## src/rtl/seg_bin2bcd_if.sv

```systemverilog
// Request/result bundle between the CPU-side display register and the BCD converter.
interface seg_bin2bcd_if #(
  parameter int DATA_W = 20,
  parameter int DIGITS = 6
);
  logic                  start;
  logic [DATA_W-1:0]     bin_in;
  logic                  busy;
  logic                  done;
  logic [4*DIGITS-1:0]   bcd_out;
  logic                  overflow;

  modport master (output start, bin_in, input busy, done, bcd_out, overflow);
  modport slave  (input start, bin_in, output busy, done, bcd_out, overflow);
endinterface

```

## src/rtl/seg_bin2bcd.sv

```systemverilog
// Iterative double-dabble binary-to-BCD converter, one bit per clock.
// Result registers hold between conversions so the display scan can sample freely.
module seg_bin2bcd #(
  parameter int DATA_W  = 20,
  parameter int DIGITS  = 6,
  parameter int MAX_VAL = 999999
) (
  input  logic         clk,
  input  logic         resetn,
  seg_bin2bcd_if.slave bus
);
  localparam int CW = $clog2(DATA_W + 1);
  localparam int BW = 4 * DIGITS;

  function automatic logic [BW-1:0] f_bcd(input int v);
    logic [BW-1:0] r;
    int t;
    r = '0;
    t = v;
    for (int d = 0; d < DIGITS; d++) begin
      r[4*d +: 4] = 4'(t % 10);
      t = t / 10;
    end
    return r;
  endfunction

  localparam logic [DATA_W-1:0] MAX_B = DATA_W'(MAX_VAL);
  localparam logic [BW-1:0]     SAT_BCD = f_bcd(MAX_VAL);

  typedef enum logic {IDLE, SHIFT} state_t;

  state_t            r_state, w_state_nxt;
  logic [DATA_W-1:0] r_bin;
  logic [BW-1:0]     r_scr;
  logic [CW-1:0]     r_cnt;
  logic              r_ovf_pend;
  logic [BW-1:0]     r_bcd;
  logic              r_ovf;
  logic              r_done;

  logic [BW-1:0]     w_adj;
  logic [BW-1:0]     w_scr_nxt;
  logic [DATA_W-1:0] w_bin_nxt;
  logic              w_last;

  // Add-3 correction on every digit uses pre-shift values, all in parallel.
  for (genvar g = 0; g < DIGITS; g++) begin : g_adj
    assign w_adj[4*g +: 4] = (r_scr[4*g +: 4] >= 4'd5) ? r_scr[4*g +: 4] + 4'd3
                                                        : r_scr[4*g +: 4];
  end

  assign w_scr_nxt = {w_adj[BW-2:0], r_bin[DATA_W-1]};
  assign w_bin_nxt = {r_bin[DATA_W-2:0], 1'b0};
  assign w_last    = (r_state == SHIFT) && (r_cnt == CW'(DATA_W - 1));

  always_ff @(posedge clk or negedge resetn) begin
    if (!resetn) r_state <= IDLE;
    else         r_state <= w_state_nxt;
  end

  always_comb begin
    w_state_nxt = r_state;
    case (r_state)
      IDLE:    if (bus.start) w_state_nxt = SHIFT;
      SHIFT:   if (w_last)    w_state_nxt = IDLE;
      default: w_state_nxt = IDLE;
    endcase
  end

  always_ff @(posedge clk or negedge resetn) begin
    if (!resetn) begin
      r_bin      <= '0;
      r_scr      <= '0;
      r_cnt      <= '0;
      r_ovf_pend <= 1'b0;
      r_bcd      <= '0;
      r_ovf      <= 1'b0;
      r_done     <= 1'b0;
    end else begin
      r_done <= 1'b0;
      case (r_state)
        IDLE: if (bus.start) begin
          r_bin      <= bus.bin_in;
          r_scr      <= '0;
          r_cnt      <= '0;
          r_ovf_pend <= (bus.bin_in > MAX_B);
        end
        SHIFT: begin
          r_scr <= w_scr_nxt;
          r_bin <= w_bin_nxt;
          r_cnt <= r_cnt + CW'(1);
          if (w_last) begin
            // Truncated top digit is irrelevant: anything that large saturates.
            r_bcd  <= r_ovf_pend ? SAT_BCD : w_scr_nxt;
            r_ovf  <= r_ovf_pend;
            r_done <= 1'b1;
          end
        end
        default: ;
      endcase
    end
  end

  assign bus.busy     = (r_state == SHIFT);
  assign bus.done     = r_done;
  assign bus.bcd_out  = r_bcd;
  assign bus.overflow = r_ovf;
endmodule

```

## src/flat_wrapper.sv

```systemverilog
// flat-port wrapper written by rule: the top's interface ports become plain ports
module seg_bin2bcd_flat 
#(
  parameter int DATA_W  = 20,
  parameter int DIGITS  = 6,
  parameter int MAX_VAL = 999999
)
  (clk, resetn, bus_start, bus_bin_in, bus_busy, bus_done, bus_bcd_out, bus_overflow);
  seg_bin2bcd_if #(.DATA_W(DATA_W), .DIGITS(DIGITS)) bus_i ();
  input  logic clk;
  input  logic resetn;
  input wire logic [$bits(bus_i.start)-1:0] bus_start;
  input wire logic [$bits(bus_i.bin_in)-1:0] bus_bin_in;
  output wire logic [$bits(bus_i.busy)-1:0] bus_busy;
  output wire logic [$bits(bus_i.done)-1:0] bus_done;
  output wire logic [$bits(bus_i.bcd_out)-1:0] bus_bcd_out;
  output wire logic [$bits(bus_i.overflow)-1:0] bus_overflow;
  assign bus_i.start = bus_start;
  assign bus_i.bin_in = bus_bin_in;
  assign bus_busy = bus_i.busy;
  assign bus_done = bus_i.done;
  assign bus_bcd_out = bus_i.bcd_out;
  assign bus_overflow = bus_i.overflow;
  seg_bin2bcd #(.DATA_W(DATA_W), .DIGITS(DIGITS), .MAX_VAL(MAX_VAL)) u_core (.clk(clk), .resetn(resetn), .bus(bus_i));
endmodule
```

## config.mk

```make
export PLATFORM = sky130hd
export DESIGN_NAME = seg_bin2bcd_flat
export DESIGN_NICKNAME = d
export VERILOG_FILES = /design/src/rtl/seg_bin2bcd_if.sv /design/src/rtl/seg_bin2bcd.sv /design/src/flat_wrapper.sv
export SDC_FILE = /design/constraint.sdc
export NUM_CORES = 1
export LEC_CHECK = 0
export BUFFER_PORTS_ARGS = -buffer_cell sky130_fd_sc_hd__buf_4
export CELL_PAD_IN_SITES_DETAIL_PLACEMENT = 0
export CELL_PAD_IN_SITES_GLOBAL_PLACEMENT = 1
export CORE_MARGIN = 8
export CORE_UTILIZATION = 45
export CTS_CLUSTER_DIAMETER = 100
export DETAILED_ROUTE_END_ITERATION = 12
export PLACE_DENSITY = 0.83
export SYNTH_ARGS = -nofsm -noshare
export SYNTH_HDL_FRONTEND = slang
export SYNTH_SLANG_ARGS = --single-unit
```

## constraint.sdc

```tcl
create_clock -name clk -period 2.3 [get_ports clk]
set_input_delay 0.115 -clock clk [delete_from_list [all_inputs] [get_ports clk]]
set_output_delay 0.115 -clock clk [all_outputs]
set_load 0.05 [all_outputs]
```

**Yosys cells after proc, flatten, opt, wreduce, memory -nomap -nowiden**

Cells that the tools add are included.

- Equal/unequal tests: 2
- Add/sub/neg operators: 7
- Muxes and demuxes: 18
- Magnitude comparators: 7
- Reductions and logical operators: 3
- Bitwise logic cells: 1

Operators by type and width:

| kind | number |
|---|---|
| $mux W24 | 2 |
| $pmux W24 S2 | 1 |
| $pmux W20 S2 | 1 |
| $ge A4 B3 Y1 const B | 6 |
| $add A4 B2 Y4 const B | 5 |
| $gt A20 B20 Y1 const B | 1 |
| $mux W20 | 1 |
| $mux W4 | 5 |
| $pmux W5 S2 | 1 |
| $add A5 B1 Y5 const B | 1 |
| $eq A5 B5 Y1 const B | 1 |
| $mux W5 | 1 |
| $mux W1 | 4 |
| $reduce_and A2 Y1 | 2 |
| $add A3 B2 Y3 const B | 1 |
| $mux W3 | 1 |
| $ne A2 B2 Y1 const B | 1 |
| $pmux W1 S2 | 1 |
| $logic_and A1 B1 Y1 | 1 |
| $not A1 Y1 | 1 |

- Output and inout port bits: 27
- Register bits: 77
- Bits of input ports: 23
- Logic and storage cells: 46

**Depth between registers and ports, before layout**

Gate-level depths: netlist (run 1).

- Word-level depth: 4
- Gate-level depth with buffers: 8
- Gate-level depth less buffers: 6

**Least setup slack after synthesis (run 1)**

OpenSTA, ideal clock, no wires.

- Path kind: register to register
- From: register u_core.r_state, in the netlist u_core.bus.busy
- To: register u_core.r_bcd[10], in the netlist u_core.bus.bcd_out[10]
- Data arrival time: 1,646 ps
- Required time: 2,179 ps
- Path buffers: 2
- Slack: 533 ps
- Clock period less this slack: 1,767 ps
- Cell stages (with the launch flop): 6
- Cell sequence: dfrtp_1 nand3b_1 or3b_1 buf_6 buf_6 a22o_1

- Longest elaborated chain between the ends: 2

RTL lines:

| item | RTL line | text |
|---|---|---|
| from (decl) | seg_bin2bcd.sv:32 | `state_t r_state, w_state_nxt;` |
| from (signal assigned) | seg_bin2bcd.sv:58 | `else r_state <= w_state_nxt;` |
| $logic_and A1 B1 Y1 | seg_bin2bcd.sv:54 | `assign w_last = (r_state == SHIFT) && (r_cnt == CW'(DATA_W - 1));` |
| $reduce_and A2 Y1 (no line) * | -- |  |
| to (signal assigned) | seg_bin2bcd.sv:94 | `r_bcd <= r_ovf_pend ? SAT_BCD : w_scr_nxt;` |
| to (decl) | seg_bin2bcd.sv:37 | `logic [BW-1:0] r_bcd;` |

Every way passes the cells marked *; elsewhere a longest branch is shown, timed or not.
A chain may end at the register's enable or synchronous reset.

**Worst setup path after layout (run 1)**

- From: register u_core.r_cnt[0]
- To: register u_core.r_bcd[19], in the netlist u_core.bus.bcd_out[19]

- Longest elaborated chain between the ends: 3

RTL lines:

| item | RTL line | text |
|---|---|---|
| from (decl) | seg_bin2bcd.sv:35 | `logic [CW-1:0] r_cnt;` |
| from (signal assigned) | seg_bin2bcd.sv:91 | `r_cnt <= r_cnt + CW'(1);` |
| $eq A5 B5 Y1 | seg_bin2bcd.sv:54 |  |
| $logic_and A1 B1 Y1 | seg_bin2bcd.sv:54 |  |
| $reduce_and A2 Y1 (no line) | -- |  |

Every way passes these cells.

==> results of run 1 <==
[power breakdown]
group | switching [uW] | internal, uW | total (uW)
Combinational | 2010 | 1340 | 3350
Sequential | 486 | 1960 | 2450
Clock | 480 | 855 | 1340
Total | 2970 | 4160 | 7130
[cell type report]
class	count	area share [%]
inverters	13	1.09
repair buffers	55	9.60
multi-input cells	247	37.2
flip-flops and latches	77	43.3
well taps	105	2.95
clock buffers	11	3.17
clock inverters	4	2.70
[worst paths after layout]
check,slack [ns],end,cells after the start
min,0.02,u_core.r_bin[0],3
min reg2reg,0.48,u_core.r_cnt[4],1
min in group asynchronous,0.34,u_core.r_scr[20],2
max in group asynchronous,1.39,u_core.r_scr[15],3
max,0.24,u_core.bus.bcd_out[19],6
max reg2reg,0.24,u_core.bus.bcd_out[19],6
[worst max-delay path, stage by stage, from the launching register on]
cell and delay [ns]:
sky130_fd_sc_hd__dfrtp_1 0.39, sky130_fd_sc_hd__ha_1 0.22, sky130_fd_sc_hd__nand3b_1 0.10, sky130_fd_sc_hd__or3b_1 0.65, sky130_fd_sc_hd__inv_2 0.39, sky130_fd_sc_hd__nor2_1 0.08
sky130_fd_sc_hd__a31oi_1 0.16
[cell usage after synthesis]
cell / count / area share [%]
sky130_fd_sc_hd__buf_6: 4 / 1.2
sky130_fd_sc_hd__nor2_8: 1 / 0.53
sky130_fd_sc_hd__mux2i_1: 32 / 8.5
sky130_fd_sc_hd__o41ai_1: 1 / 0.23
sky130_fd_sc_hd__nor2_1: 21 / 2.1
sky130_fd_sc_hd__ha_1: 13 / 4.3
sky130_fd_sc_hd__inv_2: 1 / 0.10
sky130_fd_sc_hd__buf_1: 4 / 0.40
sky130_fd_sc_hd__nand4_1: 2 / 0.33
sky130_fd_sc_hd__nor2b_1: 1 / 0.17
sky130_fd_sc_hd__a32o_1: 5 / 1.3
sky130_fd_sc_hd__nand3_1: 3 / 0.40
sky130_fd_sc_hd__nand3b_1: 1 / 0.20
sky130_fd_sc_hd__buf_2: 4 / 0.53
sky130_fd_sc_hd__mux2_2: 1 / 0.30
sky130_fd_sc_hd__nand2b_1: 14 / 2.3
sky130_fd_sc_hd__o31ai_1: 1 / 0.20
sky130_fd_sc_hd__or4_1: 1 / 0.20
sky130_fd_sc_hd__nor3_1: 7 / 0.93
sky130_fd_sc_hd__xnor2_1: 7 / 1.6
sky130_fd_sc_hd__o31a_1: 1 / 0.23
sky130_fd_sc_hd__o21ai_0: 29 / 3.9
sky130_fd_sc_hd__a21o_1: 16 / 3.2
sky130_fd_sc_hd__nand2_1: 36 / 3.6
sky130_fd_sc_hd__a22o_1: 13 / 3.0
sky130_fd_sc_hd__or3b_1: 1 / 0.23
sky130_fd_sc_hd__a21oi_1: 23 / 3.1
sky130_fd_sc_hd__buf_4: 1 / 0.20
sky130_fd_sc_hd__nor3b_1: 11 / 2.2
sky130_fd_sc_hd__dfrtp_1: 77 / 51
sky130_fd_sc_hd__a31oi_1: 6 / 1.0
sky130_fd_sc_hd__inv_1: 12 / 1.2
sky130_fd_sc_hd__clkbuf_1: 9 / 0.90
[kinds of logic after synthesis]
kind of cell    count (synthesis)  share of synthesized area (%)
simple gates                   99                           13.2
xor+xnor                        7                           1.63
mux                            33                           8.83
buf+inv                        35                           4.53
fa+ha+maj                      13                           4.33
compound gates                 95                           16.2
flops                          77                           51.3
[through the flow]
| stage | instances | area (sq um) | util [%] | hold WS, ns |
|---|---|---|---|---|
| CTS | 512 | 4460 | 54.5 | 0.00378 |
| floorplan | 359 | 3760 | - | -0.181 |
| global placement | 496 | 4190 | 51.2 | 0.196 |
| global route | 512 | 4460 | 54.5 | 0.0173 |
| detailed placement | 496 | 4190 | 51.2 | 0.193 |
| finish | 512 | 4460 | 54.5 | 0.0170 |
[repair_timing]
action | CTS | global route
hold buffers | 1 | 0
setup endpoints to repair | 0 | 0
hold endpoints to repair | 49 | 0
[registers in the layout (all words and copies together) (netlist names)]
name	cells
u_core.bus.bcd_out	24
u_core.bus.busy	1
u_core.bus.done	1
u_core.bus.overflow	1
u_core.r_bin	20
u_core.r_cnt	5
u_core.r_ovf_pend	1
u_core.r_scr	24
[layer usage]
metal	routed length [microns]	up-vias	global-route usage [%]	part of all wire, %
met5	0	-	0	0
li1	-	1352	-	-
met3	433	11	3.95	5.5
met1	3610	1351	18.0	46
met4	124	0	6.24	1.6
met2	3730	59	23.2	47
==> qor.log, run 1 <==
qor: job.max_cap_viol_count 0
qor: grt.antenna_found_initial 0
qor: yosys.synth.avg_cell_area 10.5 sq um
qor: yosys.synth-seq-cells 77
qor: yosys.yosys_warnings 0
qor: cells_and_area.n_antenna_cell 0
qor: setup_path.worst-setup-path-type reg -> reg
qor: placement.pre_cts_ws 0.223 ns
qor: cells_and_area.syn2layout_area_growth 18.7%
qor: clock_network.max-clock-path-buffers 2
qor: cells_and_area.storage_cell_area 1930 sq um
qor: drt.detailedRoute.firstIterationViolations 152
qor: grt.gr-total-overflow 0
qor: setup_path.cp_data_required_time 2.57 ns
qor: floorplanning.starting_density_of_the_core 45.9%
qor: floorplanning.placementRows 33
qor: cells_and_area.nNetsFinal 439
qor: placement.io_buffer_count 49
qor: cells_and_area.layout-drive-gt1-share 17.7%
qor: yosys.synth_cells 359
qor: clock_network.cts_htree_levels 3
qor: setup_path.start_kind flip-flop
qor: drt.vias_per_cell 5.42
qor: drt.drt_pre_antenna_iters 4
qor: yosys.seq_area_frac_synth 51.3%
qor: grt.grt_use_total 14.5%
qor: floorplanning.core-area 8180 sq um
qor: worst_hold_path.hold_start bus_bin_in[0]
qor: pwr.power_per_cell_area 1600 nW/um^2
qor: placement.place.detailed.hpwl 5.33 mm
qor: grt.pin_count_of_the_biggest_net_entering_global_routing 59
qor: setup_path.regToRegStartpoint u_core.r_cnt[0]
qor: clock_network.post_cts_buffers 0
qor: timing.timing.final.ws_setup 0.244 ns
qor: timing.timing.fmax 0.486 GHz
qor: drt.detailroute.via_count 2,773
qor: cells_and_area.num-fill-cells 755
qor: setup_path.setup.worst_path.end_class flip-flop
qor: clock_network.cts_buffers 9
qor: setup_path.startpoint_of_the_worst_setup_timing_path u_core.r_cnt[0]
qor: drt.finalWirelength 7.90 mm
qor: timing.finalCriticalPeriod 2.06 ns
qor: clock_network.numClockSinks 77
qor: setup_path.cp_max_fo 21
qor: cells_and_area.layout.cells.most_common sky130_fd_sc_hd__dfrtp_1
qor: drt.final_antenna_net_count 0
qor: timing.slew_headroom 44.4%
qor: timing.grt_setup_unrepaired no
qor: worst_hold_path.worst_min_delay_path_category in -> reg
qor: clock_network.post_cts_resized 0
qor: floorplanning.design.portCount 50
qor: grt.via_count_of_the_first_global_routing_pass 2,781
qor: yosys.synthesis.nets 395
qor: yosys.synth_area 3760 sq um
qor: cells_and_area.area_taken_by_multi_input_logic_gates 1660 sq um
qor: timing.tns 0 ns
qor: timing.clock_skew 0.0102 ns
qor: pwr.finalPower 7130 uW
qor: clock_network.cts.clk_slew.worst_paths 0.08 ns
qor: drt.routed_wire_length_per_instance 15.4 microns
qor: grt.grt_first_pass_wirelength 13.4 mm
qor: pwr.vdd_ir_drop_max 0.490 mV
qor: clock_network.cts_tree yes
qor: timing.tightest_slew 0.831 ns
qor: run_status.run_status completed
qor: setup_path.cp_data_arrival_time 2.32 ns
qor: cells_and_area.layout.cells.most_common_list sky130_fd_sc_hd__dfrtp_1, sky130_fd_sc_hd__buf_4, sky130_fd_sc_hd__nand2_1
qor: clock_network.cts_root_buf sky130_fd_sc_hd__clkbuf_8
qor: placement.gp_routability_congestion 0.736
qor: timing.hold_violations 0
qor: clock_network.clock_latency 0.34 ns
qor: timing.report.final.slew_viol_count 0
qor: timing.finalCritPeriodShare 89.4%
qor: pwr.static-leakage-power 0.00217 uW
qor: drt.drc 0
qor: yosys.ys_types 33
qor: timing.finalSetupViolCount 0
qor: floorplanning.design.die.area 11,500 sq um
qor: floorplanning.die_width 107 microns
qor: floorplanning.die_h 107 microns
No activity file was read; power rests on OpenSTA's default activity.
==> run 2, diff against run 1 <==
--- a/config.mk
+++ b/config.mk
@@ -9,10 +9,10 @@
 export CELL_PAD_IN_SITES_DETAIL_PLACEMENT = 0
 export CELL_PAD_IN_SITES_GLOBAL_PLACEMENT = 1
 export CORE_MARGIN = 8
-export CORE_UTILIZATION = 45
+export CORE_UTILIZATION = 24
 export CTS_CLUSTER_DIAMETER = 100
 export DETAILED_ROUTE_END_ITERATION = 12
-export PLACE_DENSITY = 0.83
+export PLACE_DENSITY = 0.47
 export SYNTH_ARGS = -nofsm -noshare
 export SYNTH_HDL_FRONTEND = slang
 export SYNTH_SLANG_ARGS = --single-unit
==> qor.log, run 2 (synthesized netlist as in run 1, its figures left out) <==
qor: pwr.power.sequential.fraction 34.3% [about the same]
qor: cells_and_area.layout.cells.most_common sky130_fd_sc_hd__dfrtp_1
qor: floorplanning.design.portCount 50 [unchanged]
qor: grt.via_count_of_the_first_global_routing_pass 2,786 [+0.18%]
qor: grt.antenna_found_initial 0 [unchanged]
qor: timing.timing.fmax 0.489 GHz [+0.61%]
qor: floorplanning.starting_density_of_the_core 24.6% [-21 points]
qor: cells_and_area.layout.cells.most_common_list sky130_fd_sc_hd__dfrtp_1, sky130_fd_sc_hd__buf_4, sky130_fd_sc_hd__nand2_1
qor: worst_hold_path.worst_min_delay_path_category in -> reg
qor: setup_path.cp_data_arrival_time 1.93 ns [-0.39 ns]
qor: clock_network.numClockSinks 77 [unchanged]
qor: cells_and_area.area_taken_by_multi_input_logic_gates 1660 sq um [unchanged]
qor: clock_network.max-clock-path-buffers 2 [unchanged]
qor: cells_and_area.n_antenna_cell 0 [unchanged]
qor: cells_and_area.nNetsFinal 440 [+0.23%]
qor: timing.finalCriticalPeriod 2.04 ns [-0.0125 ns]
qor: drt.vias_per_cell 4.48 [-17%]
qor: setup_path.cp_data_required_time 2.18 ns [-0.39 ns]
qor: placement.place.detailed.hpwl 6.40 mm [+20%]
qor: placement.gp_routability_congestion 0.720 [-2.1%]
qor: pwr.power_per_cell_area 1560 nW/um^2 [-2.8%]
qor: clock_network.cts_tree yes
qor: floorplanning.design.die.area 19,900 sq um [+73%]
qor: pwr.proportion_of_power_drawn_by_the_clock_network 18.4% [-0.3 points]
qor: drt.drc 0 [unchanged]
qor: floorplanning.die_h 141 microns [+31%]
qor: cells_and_area.syn2layout_area_growth 22.5%
qor: drt.routed_wire_length_per_instance 15.4 microns [-0.43%]
qor: pwr.p_int 4070 uW [-2.2%]
qor: timing.hold_violations 0 [unchanged]
qor: floorplanning.die_width 141 microns [+31%]
qor: drt.finalWirelength 9.52 mm [+21%]
qor: run_status.run_status completed
qor: cells_and_area.postLayoutCoreUtil 30.1% [-24 points]
qor: grt.pin_count_of_the_biggest_net_entering_global_routing 63 [+6.8%]
qor: grt.grt_first_pass_wirelength 15.7 mm [+17%]
qor: drt.final_antenna_net_count 0 [unchanged]
qor: timing.clock_skew 0.00599 ns [-0.00421 ns]
qor: floorplanning.core-area 15,300 sq um [+87%]
qor: timing.tightest_slew 0.923 ns [+0.0926 ns]
qor: drt.detailroute.via_count 2,779 [+0.22%]
qor: drt.detailedRoute.firstIterationViolations 117 [-23%]
qor: clock_network.cts_buffers 9 [unchanged]
qor: timing.tns 0 ns [unchanged]
qor: timing.finalCritPeriodShare 88.8% [-0.54 points]
qor: timing.report.final.slew_viol_count 0 [unchanged]
qor: placement.io_buffer_count 49 [unchanged]
qor: job.max_cap_viol_count 0 [unchanged]
qor: setup_path.cp_max_fo 62 [+200%]
qor: clock_network.clock_latency 0.34 ns [about the same]
qor: pwr.static-leakage-power 0.00218 uW [+0.24%]
qor: floorplanning.placementRows 45 [+36%]
qor: setup_path.worst-setup-path-type reg -> out
qor: timing.slew_headroom 38.2% [-6.2 points]
qor: setup_path.start_kind flip-flop
qor: cells_and_area.num-fill-cells 1,578 [+110%]
qor: timing.finalSetupViolCount 0 [unchanged]
qor: pwr.fraction_of_power_consumed_by_combinational_cells 47.3% [+0.3 points]
qor: cells_and_area.storage_cell_area 1930 sq um [unchanged]
qor: pwr.psw 3090 uW [+3.9%]
qor: grt.grt_use_total 10.2% [-4.3 points]
qor: cells_and_area.layout-drive-gt1-share 17.4% [-0.33 points]
qor: pwr.power.share.switching 43.2% [+1.5 points]
qor: grt.gr-total-overflow 0 [unchanged]
qor: drt.drt_pre_antenna_iters 4 [unchanged]
qor: pwr.finalPower 7160 uW [+0.34%]
qor: setup_path.setup.worst_path.end_class primary output
qor: pwr.vdd_ir_drop_max 0.399 mV [-19%]
qor: timing.grt_setup_unrepaired no
qor: clock_network.cts.clk_slew.worst_paths 0.06 ns [-0.02 ns]
qor: clock_network.cts_htree_levels 3 [unchanged]
qor: clock_network.cts_root_buf sky130_fd_sc_hd__clkbuf_16
run 2: cell count changes in the layout (fill, tap and decap cells not counted), sizes merged:
| cell | before | now |
|---|---|---|
| bufinv | 4 | 0 |
| clkbuf | 11 | 14 |
| clkinv | 0 | 2 |
| buf | 54 | 55 |
run 2: timing repair:
| item | CTS | global route |
|---|---|---|
| gates resized for setup | 0 | 0 |
| setup buffers | 0 | 0 |
| hold buffers | 1 | 0 |
| setup endpoints to repair | 0 | 0 |
| endpoints found under the hold margin | 41 | 0 |
run 2: layout make-up:
class	count	share of cell area, %
clock inverters	2	0.218
inverters	13	1.06
well taps	211	5.74
repair buffers	56	9.47
clock buffers	14	5.52
flip-flops and latches	77	41.9
multi-input cells	247	36.1
run 2: worst max-delay path, cell delays in order, from the launching register on:
cell and delay [ns]:
sky130_fd_sc_hd__dfrtp_2 0.36, sky130_fd_sc_hd__buf_4 0.30, sky130_fd_sc_hd__buf_4 0.57, sky130_fd_sc_hd__buf_4 0.32
run 2: path summary, 6_finish.rpt:
kind                                      start                     to  slack, ns  depth (start not counted)
min in group asynchronous                resetn  u_core.bus.bcd_out[4]       0.33                          2
worst max-delay path            u_core.bus.busy               bus_busy       0.26                          3
worst max register to register  u_core.r_cnt[0]  u_core.bus.bcd_out[0]       0.44                          6
max in group asynchronous                resetn        u_core.r_bin[1]       1.34                          3
worst min-delay path              bus_bin_in[0]        u_core.r_bin[0]       0.02                          3
worst min register to register  u_core.r_cnt[4]        u_core.r_cnt[4]       0.48                          1
run 2: per-layer routing:
layer / track usage, % / part of all wire, %
met1: 13.0 / 48
met5: 0 / 0
met2: 15.5 / 45
met3: 2.87 / 4.9
met4: 5.09 / 2.0
run 2: stage by stage:
stage          setup slack (ns)  cells  instance area, sq um  hold slack (ns)
4_1_cts                   0.223    620                  4600           0.0103
6_report                  0.257    620                  4600           0.0249
3_5_place_dp              0.403    603                  4330            0.166
5_1_grt                   0.121    620                  4600           0.0359
2_1_floorplan             0.533    359                  3760           -0.181
3_3_place_gp              0.465    603                  4330            0.172
run 2: power by group through the flow:
stage	registers [uW]	logic, uW	clock network (uW)
after floorplan	3110	1840	0
after global placement	2480	3410	0
after detailed placement	2490	3440	0
after CTS	2470	3460	1370
after global routing	2560	3770	1440
final	2460	3390	1310
==> run 3, diff against run 2 <==
--- a/config.mk
+++ b/config.mk
@@ -5,6 +5,7 @@
 export SDC_FILE = /design/constraint.sdc
 export NUM_CORES = 1
 export LEC_CHECK = 0
+export ABC_AREA = 1
 export BUFFER_PORTS_ARGS = -buffer_cell sky130_fd_sc_hd__buf_4
 export CELL_PAD_IN_SITES_DETAIL_PLACEMENT = 0
 export CELL_PAD_IN_SITES_GLOBAL_PLACEMENT = 1
@@ -12,7 +13,7 @@
 export CORE_UTILIZATION = 24
 export CTS_CLUSTER_DIAMETER = 100
 export DETAILED_ROUTE_END_ITERATION = 12
-export PLACE_DENSITY = 0.47
+export PLACE_DENSITY = 0.49
 export SYNTH_ARGS = -nofsm -noshare
 export SYNTH_HDL_FRONTEND = slang
 export SYNTH_SLANG_ARGS = --single-unit
==> qor.log, run 3 <==
qor: run_status.run_status completed
qor: grt.via_count_of_the_first_global_routing_pass 3,241 [+16%]
qor: setup_path.regToRegStartpoint u_core.r_cnt[0]
qor: drt.detailedRoute.firstIterationViolations 203 [+74%]
qor: yosys.ys_types 27 [-18%]
qor: drt.finalWirelength 9.99 mm [+4.9%]
qor: grt.grt_first_pass_wirelength 17.0 mm [+7.9%]
qor: setup_path.cp_data_required_time 2.50 ns [+0.32 ns]
qor: cells_and_area.n_antenna_cell 0 [unchanged]
qor: clock_network.post_cts_buffers 0 [unchanged]
qor: timing.tightest_slew 0.675 ns [-0.248 ns]
qor: placement.gp_routability_congestion 0.790 [+9.7%]
qor: clock_network.clock_latency 0.34 ns [about the same]
qor: setup_path.start_kind flip-flop
qor: cells_and_area.layout.cells.most_common_list sky130_fd_sc_hd__nand2_1, sky130_fd_sc_hd__dfrtp_1, sky130_fd_sc_hd__inv_1
qor: drt.routed_wire_length_per_instance 13.3 microns [-13%]
qor: cells_and_area.layout.cells.most_common sky130_fd_sc_hd__nand2_1
qor: yosys.seq_area_frac_synth 50.6% [-0.67 points]
qor: floorplanning.die_h 142 microns [+0.59%]
qor: floorplanning.placementRows 46 [+2.2%]
qor: yosys.yosys.cell_count.top_type sky130_fd_sc_hd__nand2_1
qor: worst_hold_path.holdPathEnd u_core.r_bin[16]
qor: timing.slew_headroom 55.0% [+17 points]
qor: clock_network.numClockSinks 77 [unchanged]
qor: timing.report.final.slew_viol_count 0 [unchanged]
qor: setup_path.cp_data_arrival_time 1.75 ns [-0.18 ns]
qor: timing.grt_setup_unrepaired no
qor: timing.timing.fmax 0.643 GHz [+31%]
qor: placement.post-place-cells 725 [+20%]
qor: floorplanning.starting_density_of_the_core 24.2% [-0.39 points]
qor: yosys.synth_cells 467 [+30%]
qor: drt.final_antenna_net_count 0 [unchanged]
qor: worst_hold_path.hold_start bus_bin_in[16]
qor: floorplanning.design.die.area 20,100 sq um [+1.2%]
qor: worst_hold_path.min_path_cells 3 [unchanged]
qor: grt.grt_use_total 10.8% [+0.56 points]
qor: clock_network.cts_tree yes
qor: cells_and_area.number_of_standard_cells_in_the_final_layout_excluding_fillers 750 [+21%]
qor: yosys.synth.avg_cell_area 8.15 sq um [-22%]
qor: clock_network.max-clock-path-buffers 2 [unchanged]
qor: setup_path.r2r.worst_path.cells 7 [+1]
qor: clock_network.cts_buffers 9 [unchanged]
qor: drt.vias_per_cell 4.24 [-5.5%]
qor: drt.drc 0 [unchanged]
qor: placement.io_buffer_count 49 [unchanged]
qor: setup_path.cp_max_fo 28 [-55%]
qor: cells_and_area.area_taken_by_multi_input_logic_gates 1520 sq um [-8.4%]
qor: cells_and_area.storage_cell_area 1930 sq um [about the same]
qor: pwr.static-leakage-power 0.00252 uW [+16%]
qor: cells_and_area.syn2layout_area_growth 29.3%
qor: pwr.power_per_cell_area 1600 nW/um^2 [+2.5%]
qor: grt.gr-total-overflow 0 [unchanged]
qor: drt.drt_pre_antenna_iters 4 [unchanged]
qor: job.max_cap_viol_count 0 [unchanged]
qor: yosys.synth_async_reset_ratio 100% [unchanged]
qor: setup_path.crit-reg2reg-capture u_core.bus.bcd_out[3]
qor: grt.antenna_found_initial 0 [unchanged]
qor: pwr.vdd_ir_drop_max 0.432 mV [+8.3%]
qor: pwr.finalPower 7850 uW [+9.6%]
qor: setup_path.setup.worst_path.end_class flip-flop
qor: timing.finalCritPeriodShare 67.6% [-21 points]
qor: yosys.synthesis.nets 503 [+27%]
qor: yosys.synth.area.top_cells sky130_fd_sc_hd__dfrtp_1, sky130_fd_sc_hd__nand2_1, sky130_fd_sc_hd__inv_1
qor: timing.finalCriticalPeriod 1.56 ns [-0.488 ns]
qor: floorplanning.design.portCount 50 [unchanged]
qor: yosys.synth-edff-count 0 [unchanged]
qor: drt.detailroute.via_count 3,177 [+14%]
qor: timing.tns 0 ns [unchanged]
qor: yosys.synth_largest_area_cell sky130_fd_sc_hd__dfrtp_1
qor: cells_and_area.nNetsFinal 565 [+28%]
qor: timing.hold_violations 0 [unchanged]
qor: clock_network.post_cts_resized 0 [unchanged]
qor: placement.place.detailed.hpwl 6.92 mm [+8.1%]
qor: floorplanning.die_width 142 microns [+0.59%]
qor: timing.clock_skew 0.00841 ns [+0.00242 ns]
qor: yosys.synth_common_cells sky130_fd_sc_hd__nand2_1, sky130_fd_sc_hd__dfrtp_1, sky130_fd_sc_hd__inv_1, sky130_fd_sc_hd__nand3_1, sky130_fd_sc_hd__o21ai_0
qor: clock_network.cts_hold_buf 9 [+8]
qor: clock_network.cts_root_buf sky130_fd_sc_hd__clkbuf_16
qor: floorplanning.core-area 15,700 sq um [+3.0%]
qor: setup_path.worst-setup-path-type reg -> reg
qor: yosys.yosys_warnings 0 [unchanged]
qor: timing.finalSetupViolCount 0 [unchanged]
qor: setup_path.worst-r2r-setup-slack 0.74 ns [+0.30 ns]
qor: yosys.synth_top_area_share 50.6% [-0.67 points]
qor: yosys.synth-seq-cells 77 [unchanged]
qor: cells_and_area.postLayoutCoreUtil 31.3% [+1.2 points]
qor: clock_network.cts.clk_slew.worst_paths 0.06 ns [about the same]
qor: yosys.synth_area 3810 sq um [+1.3%]
qor: grt.pin_count_of_the_biggest_net_entering_global_routing 48 [-24%]
qor: cells_and_area.num-fill-cells 1,656 [+4.9%]
qor: clock_network.cts_htree_levels 3 [unchanged]
qor: worst_hold_path.worst_min_delay_path_category in -> reg
qor: cells_and_area.layout-drive-gt1-share 16.9% [-0.51 points]
qor: yosys.ys_flop_type sky130_fd_sc_hd__dfrtp_1
run 3: worst max-delay path by stage:
stage / startpoint / depth (start not counted) / endpoint
floorplan: u_core.bus.busy / 8 / u_core.bus.bcd_out[10]
global placement: u_core.r_cnt[0] / 7 / u_core.bus.bcd_out[3]
detailed placement: u_core.r_cnt[0] / 7 / u_core.bus.bcd_out[3]
CTS: u_core.r_cnt[0] / 7 / u_core.bus.bcd_out[3]
global route: u_core.bus.busy / 7 / u_core.r_ovf_pend
finish: u_core.r_cnt[0] / 7 / u_core.bus.bcd_out[3]
run 3: worst max-delay path, cell delays in order, from the launching register on:
cell and delay, ns:
sky130_fd_sc_hd__dfrtp_1 0.41, sky130_fd_sc_hd__ha_1 0.22, sky130_fd_sc_hd__nand2_2 0.06, sky130_fd_sc_hd__clkinv_2 0.09
sky130_fd_sc_hd__nand3_4 0.08, sky130_fd_sc_hd__buf_4 0.34, sky130_fd_sc_hd__nand2_1 0.08, sky130_fd_sc_hd__a21boi_0 0.13
run 3: cell families after synthesis:
| kind of cell | Yosys count | share of synthesized area, % |
|---|---|---|
| buffers and inverters | 85 | 9.47 |
| adders and majority gates | 13 | 4.27 |
| AOI/OAI and AO/OA | 68 | 11.3 |
| and+or+nand+nor | 224 | 24.3 |
| DFF | 77 | 50.6 |
run 3: area by class of cell:
type | count | area share, %
multi-input cells | 305 | 30.9
flip-flops and latches | 77 | 39.2
well taps | 216 | 5.49
clock inverters | 6 | 3.20
clock buffers | 10 | 4.86
repair buffers | 66 | 11.0
inverters | 70 | 5.37
run 3: through the flow:
| step | setup slack, ns | hold slack [ns] | instance area (sq um) |
|---|---|---|---|
| 2_1_floorplan | 0.749 | -0.181 | 3810 |
| 3_3_place_gp | 0.760 | 0.207 | 4430 |
| 3_5_place_dp | 0.725 | 0.209 | 4430 |
| 4_1_cts | 0.713 | 0.000431 | 4920 |
| 5_1_grt | 0.573 | 0.00223 | 4920 |
| 6_report | 0.745 | 0.0158 | 4920 |
run 3: power by group:
part           internal, uW  total, uW  switching [uW]  leakage (uW)
Sequential             1970       2420             452      0.000965
Clock                  1310       1900             590      0.000189
Combinational          1170       3530            2360       0.00137
Total                  4450       7850            3400       0.00252
run 3: metal layers:
metal  part of all wire (%)  up-vias  GRT usage, %
met5                      0        -             0
met4                    1.4        0          4.41
met3                    4.1        9          2.75
met2                     45       46          16.5
met1                     49     1515          14.1
li1                       -     1607             -
